## src/rtl/decode_stage_pkg.sv

```systemverilog
// Shared RV32I decode constants: ALU operation codes, base opcodes, immediate formats
// and the funct3/funct7 to ALU-operation mapping shared by OP and OP-IMM.
package decode_stage_pkg;

  typedef enum logic [3:0] {
    ALU_OP_ADD  = 4'd0,
    ALU_OP_SUB  = 4'd1,
    ALU_OP_SLL  = 4'd2,
    ALU_OP_SLT  = 4'd3,
    ALU_OP_SLTU = 4'd4,
    ALU_OP_XOR  = 4'd5,
    ALU_OP_SRL  = 4'd6,
    ALU_OP_SRA  = 4'd7,
    ALU_OP_OR   = 4'd8,
    ALU_OP_AND  = 4'd9,
    ALU_OP_LUI  = 4'd10
  } alu_op_e;

  typedef enum logic [2:0] {
    FMT_R = 3'd0,
    FMT_I = 3'd1,
    FMT_S = 3'd2,
    FMT_B = 3'd3,
    FMT_U = 3'd4,
    FMT_J = 3'd5
  } fmt_e;

  localparam logic [6:0] OPC_LOAD   = 7'b0000011;
  localparam logic [6:0] OPC_STORE  = 7'b0100011;
  localparam logic [6:0] OPC_BRANCH = 7'b1100011;
  localparam logic [6:0] OPC_JAL    = 7'b1101111;
  localparam logic [6:0] OPC_JALR   = 7'b1100111;
  localparam logic [6:0] OPC_OP     = 7'b0110011;
  localparam logic [6:0] OPC_OP_IMM = 7'b0010011;
  localparam logic [6:0] OPC_LUI    = 7'b0110111;
  localparam logic [6:0] OPC_AUIPC  = 7'b0010111;

  // alt is instr[30]; it selects SUB only for register-register ops, SRA for both.
  function automatic alu_op_e funct_alu_op(input logic [2:0] funct3, input logic alt,
                                           input logic is_reg);
    alu_op_e op;
    case (funct3)
      3'd0:    op = (alt && is_reg) ? ALU_OP_SUB : ALU_OP_ADD;
      3'd1:    op = ALU_OP_SLL;
      3'd2:    op = ALU_OP_SLT;
      3'd3:    op = ALU_OP_SLTU;
      3'd4:    op = ALU_OP_XOR;
      3'd5:    op = alt ? ALU_OP_SRA : ALU_OP_SRL;
      3'd6:    op = ALU_OP_OR;
      default: op = ALU_OP_AND;
    endcase
    return op;
  endfunction

endpackage

```

## src/rtl/decode_stage_imm_gen.sv

```systemverilog
// Immediate generator: sign-extended I/S/B/U/J immediate from the instruction, R gives 0.
// Purely combinational; the low 7 opcode bits never contribute so they are not ported in.
module imm_gen
  import decode_stage_pkg::*;
#(
  parameter int WORD_SIZE = 32
) (
  input  logic [WORD_SIZE-1:7] instr,
  input  fmt_e                 fmt,
  output logic [WORD_SIZE-1:0] imm
);

  always_comb begin
    imm = '0;
    case (fmt)
      FMT_I: imm = {{(WORD_SIZE-11){instr[31]}}, instr[30:20]};
      FMT_S: imm = {{(WORD_SIZE-11){instr[31]}}, instr[30:25], instr[11:7]};
      FMT_B: imm = {{(WORD_SIZE-12){instr[31]}}, instr[7], instr[30:25], instr[11:8], 1'b0};
      FMT_U: imm = {{(WORD_SIZE-31){instr[31]}}, instr[30:12], 12'b0};
      FMT_J: imm = {{(WORD_SIZE-20){instr[31]}}, instr[19:12], instr[20], instr[30:21], 1'b0};
      default: imm = '0;
    endcase
  end

endmodule

```

## src/rtl/decode_stage.sv

```systemverilog
// Registered RV32I decode stage: one-cycle latency, main + skid entry so in_ready is a flop
// and throughput is 1/cycle; a load-use hazard holds the head for one bubble cycle.
module decode_stage
  import decode_stage_pkg::*;
#(
  parameter int WORD_SIZE = 32,
  parameter int NUM_REGS  = 32,
  parameter int REG_SEL   = $clog2(NUM_REGS),
  parameter int ADDR_SIZE = 10,
  parameter int CNT_W     = 16
) (
  input  logic                 clk,
  input  logic                 rst_n,
  input  logic                 flush,
  input  logic                 in_valid,
  output logic                 in_ready,
  input  logic [WORD_SIZE-1:0] in_instr,
  input  logic [ADDR_SIZE-1:0] in_pc,
  output logic                 out_valid,
  input  logic                 out_ready,
  output logic [ADDR_SIZE-1:0] out_pc,
  output logic [3:0]           alu_op,
  output logic [REG_SEL-1:0]   rs1,
  output logic [REG_SEL-1:0]   rs2,
  output logic [REG_SEL-1:0]   rd,
  output logic [WORD_SIZE-1:0] imm,
  output logic                 mem_read,
  output logic                 mem_write,
  output logic                 mem_to_reg,
  output logic                 reg_write,
  output logic                 alu_src,
  output logic                 branch,
  output logic                 jump,
  output logic                 illegal,
  output logic [CNT_W-1:0]     bubble_count
);

  typedef struct packed {
    logic [ADDR_SIZE-1:0] pc;
    alu_op_e              alu_op;
    logic [REG_SEL-1:0]   rs1;
    logic [REG_SEL-1:0]   rs2;
    logic [REG_SEL-1:0]   rd;
    logic [WORD_SIZE-1:0] imm;
    logic                 mem_read;
    logic                 mem_write;
    logic                 mem_to_reg;
    logic                 reg_write;
    logic                 alu_src;
    logic                 branch;
    logic                 jump;
    logic                 illegal;
  } bundle_t;

  logic [6:0]           opc;
  fmt_e                 fmt;
  logic [WORD_SIZE-1:0] dec_imm;
  bundle_t              dec, main_q, skid_q;
  logic                 main_v, skid_v, haz_v;
  logic [REG_SEL-1:0]   haz_rd;
  logic                 stall, accept, drain;

  assign opc = in_instr[6:0];

  always_comb begin
    fmt = FMT_R;
    case (opc)
      OPC_OP_IMM, OPC_LOAD, OPC_JALR: fmt = FMT_I;
      OPC_STORE:                      fmt = FMT_S;
      OPC_BRANCH:                     fmt = FMT_B;
      OPC_LUI, OPC_AUIPC:             fmt = FMT_U;
      OPC_JAL:                        fmt = FMT_J;
      default:                        fmt = FMT_R;
    endcase
  end

  imm_gen #(.WORD_SIZE(WORD_SIZE)) u_imm_gen (
    .instr (in_instr[WORD_SIZE-1:7]),
    .fmt   (fmt),
    .imm   (dec_imm)
  );

  always_comb begin
    dec     = '0;
    dec.pc  = in_pc;
    dec.rs1 = REG_SEL'(in_instr[19:15]);
    dec.rs2 = REG_SEL'(in_instr[24:20]);
    dec.rd  = REG_SEL'(in_instr[11:7]);
    dec.imm = dec_imm;
    case (opc)
      OPC_OP: begin
        dec.reg_write = 1'b1;
        dec.alu_op    = funct_alu_op(in_instr[14:12], in_instr[30], 1'b1);
      end
      OPC_OP_IMM: begin
        dec.reg_write = 1'b1;
        dec.alu_src   = 1'b1;
        dec.alu_op    = funct_alu_op(in_instr[14:12], in_instr[30], 1'b0);
      end
      OPC_LOAD: begin
        dec.mem_read   = 1'b1;
        dec.mem_to_reg = 1'b1;
        dec.reg_write  = 1'b1;
        dec.alu_src    = 1'b1;
      end
      OPC_STORE: begin
        dec.mem_write = 1'b1;
        dec.alu_src   = 1'b1;
      end
      OPC_BRANCH: begin
        dec.branch = 1'b1;
        dec.alu_op = ALU_OP_SUB;
      end
      OPC_JAL: begin
        dec.jump      = 1'b1;
        dec.reg_write = 1'b1;
      end
      OPC_JALR: begin
        dec.jump      = 1'b1;
        dec.reg_write = 1'b1;
        dec.alu_src   = 1'b1;
      end
      OPC_LUI: begin
        dec.reg_write = 1'b1;
        dec.alu_src   = 1'b1;
        dec.alu_op    = ALU_OP_LUI;
      end
      OPC_AUIPC: begin
        dec.reg_write = 1'b1;
        dec.alu_src   = 1'b1;
      end
      default: dec.illegal = 1'b1;
    endcase
    // Unused register fields are zeroed so hazard compares never match stray bits.
    if (fmt == FMT_U || fmt == FMT_J) dec.rs1 = '0;
    if (fmt == FMT_I || fmt == FMT_U || fmt == FMT_J) dec.rs2 = '0;
    if (fmt == FMT_S || fmt == FMT_B) dec.rd = '0;
  end

  // haz_rd is never zero while haz_v is set, so matching a zeroed field cannot stall.
  assign stall     = haz_v && main_v && (main_q.rs1 == haz_rd || main_q.rs2 == haz_rd);
  assign out_valid = main_v && !stall;
  assign in_ready  = !skid_v;
  assign accept    = in_valid && in_ready;
  assign drain     = out_valid && out_ready;

  always_ff @(posedge clk or negedge rst_n) begin
    if (!rst_n) begin
      main_v       <= 1'b0;
      skid_v       <= 1'b0;
      main_q       <= '0;
      skid_q       <= '0;
      haz_v        <= 1'b0;
      haz_rd       <= '0;
      bubble_count <= '0;
    end else if (flush) begin
      main_v <= 1'b0;
      skid_v <= 1'b0;
      haz_v  <= 1'b0;
    end else begin
      if (stall && !(&bubble_count)) bubble_count <= bubble_count + CNT_W'(1);
      haz_v  <= drain && main_q.mem_read && (main_q.rd != '0);
      haz_rd <= main_q.rd;
      if (drain || !main_v) begin
        if (skid_v) begin
          main_v <= 1'b1;
          main_q <= skid_q;
          skid_v <= 1'b0;
        end else begin
          main_v <= accept;
          if (accept) main_q <= dec;
        end
      end else if (accept) begin
        skid_v <= 1'b1;
        skid_q <= dec;
      end
    end
  end

  assign out_pc     = main_q.pc;
  assign alu_op     = main_q.alu_op;
  assign rs1        = main_q.rs1;
  assign rs2        = main_q.rs2;
  assign rd         = main_q.rd;
  assign imm        = main_q.imm;
  assign mem_read   = main_q.mem_read;
  assign mem_write  = main_q.mem_write;
  assign mem_to_reg = main_q.mem_to_reg;
  assign reg_write  = main_q.reg_write;
  assign alu_src    = main_q.alu_src;
  assign branch     = main_q.branch;
  assign jump       = main_q.jump;
  assign illegal    = main_q.illegal;

endmodule

```

## config.mk

```make
export PLATFORM = sky130hd
export DESIGN_NAME = decode_stage
export DESIGN_NICKNAME = d
export VERILOG_FILES = /design/src/rtl/decode_stage_pkg.sv /design/src/rtl/decode_stage_imm_gen.sv /design/src/rtl/decode_stage.sv
export SDC_FILE = /design/constraint.sdc
export NUM_CORES = 1
export LEC_CHECK = 0
export CELL_PAD_IN_SITES_DETAIL_PLACEMENT = 1
export CELL_PAD_IN_SITES_GLOBAL_PLACEMENT = 1
export CORE_AREA = 2 2 138 140
export DETAILED_ROUTE_END_ITERATION = 10
export DIE_AREA = 0 0 140 142
export HOLD_SLACK_MARGIN = 0.06
export PLACE_DENSITY = 0.87
export SYNTH_ARGS = -nofsm -noshare
export SYNTH_HDL_FRONTEND = slang
export SYNTH_SLANG_ARGS = --single-unit
```

## constraint.sdc

```tcl
create_clock -name clk -period 2.1 [get_ports clk]
set_input_delay 0.63 -clock clk [delete_from_list [all_inputs] [get_ports clk]]
set_output_delay 0.63 -clock clk [all_outputs]
set_load 0.01 [all_outputs]
```

==> impl_metrics.ini <==
[status]
outcome = complete, but fails checks
violations_in_the_final_reports = design-rule violations, negative setup slack

[worst_setup_path]
slowest_stage = sky130_fd_sc_hd__dfrtp_1
critPathMaxFanout = 3
startpoint_type = register
worst-endpoint-arrival_ns = 1.65
timing_worst_setup_path_type = reg2out
crit_buf_inv = 1
cell_by_cell_listing_of_the_critical_path = xnor2_1, nand4_1, o22ai_4, nor2_1, buf_2
regToRegStartpoint = haz_rd[3]
reg2regPathDepth = 8
startpoint = haz_rd[3]
worstSetupEndpointType = output pin
timing.critical_path.depth = 5
critical_path.max_stage_delay_ns = 0.43
ff_to_ff_end = skid_q[65]
ff2ff_setup_slack_ns = -0.16
worstPathRequired_ns = 1.47
worst_path_dominant_cell_family = flip-flops
timing.critical_path.to = out_valid

[routing]
avgRoutedWirePerCell_um = 22.6
drt-pass1-iter-count = 10
drcViolationCount = 10
vias_per_cell = 5.68
final_antenna_net_count = 0
wirelength_um = 26900
detailedRoute.firstIterationViolations = 469
num_vias = 6765

[die]
die-width_um = 140
core_um2 = 18500
starting_density_pct = 40.2
die_area_um2 = 19900
io_pins = 134
fp.dieH_um = 142
placement_rows = 50

[logic_synthesis]
netlist_top_cells_count = sky130_fd_sc_hd__dfrtp_1 (160), sky130_fd_sc_hd__nand2_1 (124), sky130_fd_sc_hd__a21oi_1 (77), sky130_fd_sc_hd__nor2_1 (68), sky130_fd_sc_hd__o21ai_0 (58)
synth.top_cell.area_share_pct = 54.0
synth-edff-count = 0
avgSynthCellArea_um2 = 9.94
synthTopCellsByArea = sky130_fd_sc_hd__dfrtp_1 (54%), sky130_fd_sc_hd__nand2_1 (6.3%), sky130_fd_sc_hd__a21oi_1 (5.2%)
async_reset_ff_share_pct = 100
yosysTopAreaCell = sky130_fd_sc_hd__dfrtp_1
postSynth.topFlopCell = sky130_fd_sc_hd__dfrtp_1
number_of_warning_messages_in_the_yosys_log = 0
unique_masters_post_synth = 48
syn-cell-area_um2 = 7410
synth-seq-cells = 160
syn_inst = 746
yosys.cell_count.top_type = sky130_fd_sc_hd__dfrtp_1
mappedNetlistNets = 794
ys_seq_area_share_pct = 54.0

[global_routing]
largest_net_degree_at_the_start_of_global_routing = 83
global_route.usage.total_pct = 27.3
number_of_global_route_vias_before_repair = 7406
grt_first_pass_wirelength_um = 41400
grt-ovfl-total = 0
antenna_violations_before_repair = 0

[finish]
nFillCells = 2002
layout-area-overhead-vs-synth_pct = 41.6
final_net_count = 994
post_route_cells_drive_above_1_share_pct = 21.0
diodes = 0

[pwr]
vdd_drop_max_mv = 0.608
report.power.total_mw = 8.44
cellLeakagePower_nw = 4.58
pwr_density_cell_nw_per_um2 = 804

[placed_design]
place_hpwl_um = 15900
routability_congestion_estimate = 0.842
port_buffers = 133
preCtsSetupSlack_ns = -0.564

[clock_network]
cts.sink_count = 160
clk-insertion-delay-late_ns = 0.44
postCtsHoldBufs = 0
clk_path_buf_depth = 2
cts.reportedPaths.clkPinSlew_ns = 0.07
cts_tree = built
cts.root.buffer_cell = sky130_fd_sc_hd__clkbuf_16
cts.htree.levels = 4
total_clock_buffers_created_by_cts = 17

[sta]
final_period_minus_worst_setup_slack_ns = 2.28
worst_slew_margin_rel_pct = 65.3
transition_time_at_the_pin_with_the_least_slew_margin_ns = 0.521
post-route-period-util_pct = 108
final.setup.worst_slack_ns = -0.175
final-setup-viol-count = 74
fmax_achieved_ghz = 0.439
rsz0062_at_grt = yes
finalHoldViolations = 0
finalMaxSlewViolations = 0
max_clock_skew_ns = 0.00964

[min_path]
worst_hold_path_type = in2async

[run]
maxCapViolCount = 0
[state kept, by name, indices dropped and copies added (netlist names), 4 cells and up]
name          count
imm              32
skid_q           68
bubble_count     16
haz_rd            5
rs1               5
alu_op            4
rd                5
out_pc           10
rs2               5
[worst reg2reg max path, cell delays in order (launching register included)]
cell and delay (ns):
sky130_fd_sc_hd__dfrtp_1 0.43, sky130_fd_sc_hd__xnor2_1 0.19, sky130_fd_sc_hd__nand4_1 0.19, sky130_fd_sc_hd__o22ai_4 0.21, sky130_fd_sc_hd__buf_4 0.19, sky130_fd_sc_hd__o2111ai_4 0.28
sky130_fd_sc_hd__buf_6 0.25, sky130_fd_sc_hd__buf_16 0.13, sky130_fd_sc_hd__mux2_1 0.30
[cells by family after synthesis]
| logic type | after synthesis | synth area share, % |
|---|---|---|
| buf+inv | 60 | 3.83 |
| flops | 160 | 54.0 |
| xor+xnor | 25 | 2.95 |
| fa+ha+maj | 1 | 0.169 |
| compound gates | 199 | 16.2 |
| simple gates | 241 | 14.0 |
| mux | 60 | 8.81 |
[layer usage]
layer,routed length [um],vias up,GRT usage (%)
met5,0,-,0
met4,1070,0,13.5
met3,1430,76,6.29
met2,14000,233,48.8
met1,10300,3479,30.8
li1,-,2977,-
[cells in the final DEF (no fill, tap or decap), types with 6 or more instances in the layout]
master | Yosys | final
sky130_fd_sc_hd__dfrtp_1 | 160 | 148
sky130_fd_sc_hd__nand2_1 | 124 | 123
sky130_fd_sc_hd__clkdlybuf4s50_1 | 0 | 111
sky130_fd_sc_hd__a21oi_1 | 77 | 75
sky130_fd_sc_hd__buf_4 | 6 | 72
sky130_fd_sc_hd__nor2_1 | 68 | 67
sky130_fd_sc_hd__o21ai_0 | 58 | 37
sky130_fd_sc_hd__mux2_2 | 28 | 26
sky130_fd_sc_hd__o21ai_1 | 4 | 22
sky130_fd_sc_hd__o211ai_1 | 21 | 21
sky130_fd_sc_hd__o21a_1 | 20 | 20
sky130_fd_sc_hd__xnor2_1 | 24 | 19
sky130_fd_sc_hd__clkbuf_16 | 0 | 19
sky130_fd_sc_hd__mux2i_1 | 18 | 18
sky130_fd_sc_hd__dlygate4sd2_1 | 0 | 15
sky130_fd_sc_hd__mux2_1 | 14 | 14
sky130_fd_sc_hd__buf_12 | 0 | 13
sky130_fd_sc_hd__dfrtp_2 | 0 | 12
sky130_fd_sc_hd__buf_6 | 1 | 10
sky130_fd_sc_hd__nand3_1 | 9 | 9
sky130_fd_sc_hd__nand4_1 | 8 | 8
sky130_fd_sc_hd__and3_1 | 6 | 6
sky130_fd_sc_hd__nor3_1 | 6 | 6
[how the worst min path moves through the flow]
stage                            end        from  cells after the start  slack, ns
final                      out_pc[5]       rst_n                      1       0.08
after detailed placement  skid_q[11]  skid_q[11]                      2       0.47
after CTS                  out_pc[5]       rst_n                      1       0.07
after global placement    skid_q[14]  skid_q[14]                      2       0.46
after global routing       out_pc[7]       rst_n                      1       0.08
after floorplan            alu_op[0]       rst_n                      0       0.33
[power by group]
part	internal (mW)	total (mW)	switching, mW
registers	3.47	3.79	0.320
logic	0.959	1.78	0.824
clock network	1.55	2.87	1.32
total	5.98	8.44	2.46
[final cells by class]
class                      count  area, um2  share of cell area [%]
tap                          234        293                    2.79
clock buffer                  20        457                    4.35
inverter                       7       26.3                   0.250
multi-input combinational    526       3230                    30.7
clock inverter                10       66.3                   0.632
sequential                   160       4020                    38.3
timing repair buffer         234       2410                    22.9
[repair_timing]
| item | 4_1_cts | 5_1_grt |
|---|---|---|
| gates cloned | 6 | 1 |
| pin swaps | 11 | 4 |
| setup buffers | 6 | 6 |
| resized for setup | 55 | 45 |
| setup endpoints to repair | 108 | 135 |
[through the flow]
| stage | area (um2) | hold WS (ns) | utilization (%) | instances | TNS, ns |
|---|---|---|---|---|---|
| global placement | 9540 | 0.461 | 51.7 | 1143 | -48.45 |
| detailed placement | 9540 | 0.471 | 51.7 | 1143 | -55.82 |
| finish | 10500 | 0.0761 | 56.9 | 1191 | -5.32 |
| floorplan | 7410 | 0.334 | - | 746 | 0 |
| CTS | 10400 | 0.0749 | 56.2 | 1184 | -5.31 |
| global route | 10500 | 0.0828 | 56.9 | 1191 | -10.25 |
Note: power is estimated with default switching activity, not from simulation.
